$ cat src/rtl/rr_arbiter4.sv
// rr_arbiter4: four-way round-robin arbiter with locked bursts feeding one registered valid/ready output.
module rr_arbiter4 #(
    parameter int n = 32
) (
    input  logic         clk,
    input  logic         rst_n,
    input  logic [3:0]   req,
    input  logic [3:0]   lock,
    input  logic [n-1:0] d0,
    input  logic [n-1:0] d1,
    input  logic [n-1:0] d2,
    input  logic [n-1:0] d3,
    output logic [3:0]   ack,
    output logic [n-1:0] out_data,
    output logic         out_valid,
    input  logic         out_ready,
    output logic [1:0]   sel,
    output logic [3:0]   grant
);
    typedef enum logic {IDLE, LOCKED} state_e;
    state_e       state_q, state_d;
    logic [1:0]   last_q, last_d, sel_q, sel_d, w;
    logic [3:0]   grant_q, grant_d;
    logic [n-1:0] data_q, data_d, w_data;
    logic         valid_q, valid_d, space, hit, accept;
    assign space  = !valid_q || out_ready;
    assign accept = space && hit;
    assign ack    = accept ? 4'b0001 << w : 4'b0000;
    assign w_data = w == 2'd0 ? d0 : w == 2'd1 ? d1 : w == 2'd2 ? d2 : d3;
    // Scan descending so the nearest requester after last_q is the one left in w.
    always_comb begin
        hit = 1'b0;
        w   = last_q;
        if (state_q == LOCKED) hit = req[last_q];
        else
            for (int k = 4; k >= 1; k--)
                if (req[last_q + 2'(k)]) begin
                    hit = 1'b1;
                    w   = last_q + 2'(k);
                end
    end
    always_comb begin
        state_d = state_q;
        last_d  = last_q;
        sel_d   = sel_q;
        grant_d = grant_q;
        data_d  = data_q;
        valid_d = valid_q;
        if (accept) begin
            valid_d = 1'b1;
            data_d  = w_data;
            sel_d   = w;
            last_d  = w;
            state_d = lock[w] ? LOCKED : IDLE;
            grant_d = lock[w] ? 4'b0001 << w : 4'b0000;
        end else if (space) begin
            valid_d = 1'b0;
            state_d = IDLE;
            grant_d = 4'b0000;
        end
    end
    always_ff @(posedge clk or negedge rst_n) begin
        if (!rst_n) begin
            state_q <= IDLE;
            last_q  <= 2'd3;
            sel_q   <= 2'd0;
            grant_q <= 4'b0000;
            data_q  <= '0;
            valid_q <= 1'b0;
        end else begin
            state_q <= state_d;
            last_q  <= last_d;
            sel_q   <= sel_d;
            grant_q <= grant_d;
            data_q  <= data_d;
            valid_q <= valid_d;
        end
    end
    assign out_data  = data_q;
    assign out_valid = valid_q;
    assign sel       = sel_q;
    assign grant     = grant_q;
endmodule

$ cat config.mk
export PLATFORM = sky130hd
export DESIGN_NAME = rr_arbiter4
export DESIGN_NICKNAME = d
export VERILOG_FILES = /design/src/rtl/rr_arbiter4.sv
export SDC_FILE = /design/constraint.sdc
export NUM_CORES = 1
export LEC_CHECK = 0
export ABC_CLOCK_PERIOD_IN_PS = 2900
export CAP_MARGIN = 30
export CELL_PAD_IN_SITES_DETAIL_PLACEMENT = 1
export CELL_PAD_IN_SITES_GLOBAL_PLACEMENT = 1
export CORE_ASPECT_RATIO = 0.9
export CORE_MARGIN = 8
export CORE_UTILIZATION = 28
export CTS_BUF_LIST = sky130_fd_sc_hd__clkbuf_8 sky130_fd_sc_hd__clkbuf_16
export DETAILED_ROUTE_END_ITERATION = 12
export PLACE_DENSITY_LB_ADDON = 0.08
export SETUP_SLACK_MARGIN = 0.02
export SLEW_MARGIN = 20
export SYNTH_ARGS = -nofsm -noshare
export SYNTH_HDL_FRONTEND = slang
export SYNTH_SLANG_ARGS = --single-unit
$ cat constraint.sdc
create_clock -name clk -period 2.9 [get_ports clk]
set_input_delay 0.58 -clock clk [delete_from_list [all_inputs] [get_ports clk]]
set_output_delay 0.58 -clock clk [all_outputs]
set_load 0.02 [all_outputs]
==> impl_metrics.toml <==
[timing]
slew_headroom_pct = 59.2
finalSetupTns_ns = 0
clock-skew-final_ns = 0.00541
achievable-frequency_ghz = 0.356
final-hold-violation-count = 0
period_needed_ns = 2.81
setup_repair_after_global_routing_missed_its_margin = "false"
final_min_period_over_clock_period_pct = 96.8
pins_over_slew_limit = 0
worst_case_setup_margin_in_the_final_layout_ns = 0.0923
final-setup-viol-count = 0
worst-slew-pin-transition_ns = 0.612

[cells_and_area]
final_cell_mix = "clkdlybuf4s50_1, nand2_1, buf_4"
area_growth_pct = 70.2
fill_cells = 1342
diodes = 0
layout_commonest_cell = "clkdlybuf4s50_1"
layout.nets = 693
layout.cells.non_filler = 711
finished_cell_area_sq_um = 5580
sequential_cell_area_sq_um = 1050
area_of_combinational_cells_with_multiple_inputs_sq_um = 2040
drive_gt1_share_pct = 13.0

[cts]
cts_hold_repair.buffers = 0
clk_pin_slew_ns = 0.07
cell_at_the_root_of_the_clock_tree = "clkbuf_16"
clk_lat_worst_skew_ns = 0.29
tritoncts = "yes"
cts_h_tree_lvls = 2
cts.sink_count = 42
cts_buffer_depth = 2
cts-buffers-inserted = 5

[setup_path]
regToRegSetupSlack_ns = 0.20
critical_path.reg2reg.endpoint = "grant[0]"
maximum_fanout_encountered_on_the_critical_timing_path = 6
cp_data_arrival_time_ns = 2.23
critPathCaptureType = "output port"
timing.critical_path.from_type = "primary input"
critical_path.reg2reg.startpoint = "last_q[1]"
worst_ep_required_time_ns = 2.32
worstRegToRegCells = 9
critical_setup_path_kind = "in -> out"

[logic_synthesis]
yosys_warnings = 0
yosys_most_used_dff = "dfrtp_1"
syn_area_sq_um = 3280
synthDistinctLibCells = 41
ys_top_cells_by_area = "dfrtp_1, mux2i_1, a221o_1"
syn_inst = 365
yosysTopAreaCellShare_pct = 30.5
synthesis.nets = 504
ys_seq_area_share_pct = 32.1
ys_seq_elements = 42
synth_area_leader_cell = "dfrtp_1"
synth.avg_cell_area_sq_um = 8.98
synth-async-reset-ratio_pct = 100
synth_enable_flop_cells = 0

[global_route]
grt_antenna_before_repair = 0
grt_max_degree = 36
grt_overflow_total = 0
grt_util_all_layers_pct = 19.7
grt_pass1_wl_mm = 24.0
grt_pass1_vias = 4292

[place]
finalWeightedCongestion = 0.815
place_worst_setup_slack_ns = -0.564
place.detailed.instances = 697
io_buffer_count = 181
placed_cell_area_sq_um = 5350
detailed_place_hpwl_mm = 11.3

[drt]
detailroute.via_count = 3899
drt-pass1-iter-count = 4
drc = 0
dr.first_iter.drc_count = 161
antenna_left = 0
post_drt_wl_per_cell_um = 21.9
wirelength_mm = 15.6
avgViaCountPerCell = 5.48

[die]
floorplan.initialDensity_pct = 28.7
rows = 37
io_pins = 182
fp.dieArea_sq_um = 15400
die_w_um = 130
coreArea_sq_um = 11400
fp.dieH_um = 119

[power]
p_leak_uw = 0.00222
p_per_area_nw_per_um2 = 1160
fin_total_pwr_uw = 6490
ir_worst_vdd_mv = 0.492

[worst_hold_path]
worstHoldPathType = "in -> async"

[run]
max_cap_violations = 0

[status]
status = "finished clean"
## what timing repair did
| action | in CTS | in global routing |
|---|---|---|
| setup endpoints to repair | 4 | 4 |
| setup buffers | 5 | 1 |
| hold endpoints to repair | 0 | 0 |
| resized for setup | 24 | 3 |
| pin swaps | 3 | 1 |
## worst max-delay path, cell delays in order
cell and delay (ns):
dlygate4sd2_1 0.31, buf_4 0.17, mux4_2 0.45, nand2b_1 0.13, o41ai_4 0.11, buf_4 0.17, nand3_4 0.09, inv_1 0.05
buf_4 0.15
## cells in the mapped netlist, drive strengths merged, types with 2 or more instances
library cell  number
mux2               3
o32ai             34
buf               27
dfrtp             40
clkbuf            14
nand2b             5
inv                3
and2               2
o22ai             35
nor2              10
nand2             67
a221o             32
dfstp              2
a32o               4
mux2i             34
a21oi             36
## metal layers
metal	global-route usage (%)	share of wire, %
met3	6.25	7.6
met4	2.90	0.60
met1	24.5	43
met5	0	0
met2	33.2	49
## stage by stage
step	utilization [%]	hold slack [ns]
CTS	48.6	0.237
global route	48.8	0.248
finish	48.8	0.227
global placement	46.8	0.480
floorplan	-	0.284
detailed placement	46.8	0.482
## flip-flops by register name (all words and copies together), names as in the netlist
register   count
grant          4
last_q         2
out_data      32
out_valid      1
sel            2
state_q        1
## cells by family (layout without fill, tap and decap cells)
logic type	count (synthesis)	count (layout)	share of synthesized area, %
AO/OA/AOI/OAI	149	149	36.3
flip-flops	42	42	32.1
buffers and inverters	45	235	7.06
AND/OR/NAND/NOR	91	91	12.4
multiplexers	38	38	12.1
## worst max path at each step
stage                      start  endpoint  slack (ns)  cells past startpoint
after global placement    req[0]    ack[0]       -0.49                      9
after global routing      req[1]  grant[0]       0.003                     11
after detailed placement  req[0]    ack[0]       -0.56                      9
after CTS                 req[2]    ack[0]        0.03                      8
after floorplan           req[1]    ack[1]        0.30                      7
final                     req[1]    ack[0]        0.09                      9
## where the power goes
group	internal [uW]	total [uW]	switching [uW]
Sequential	907	1110	202
Clock	404	667	262
Combinational	2110	4720	2610
## area by class of cell
cell class / instances / area share, %
tap: 156 / 3.50
sequential: 42 / 18.9
multi-input combinational: 278 / 36.6
clock buffer: 5 / 2.24
timing repair buffer: 223 / 37.8
clock inverter: 3 / 0.718
inverter: 4 / 0.269
Note: power is estimated with default switching activity, not from simulation.
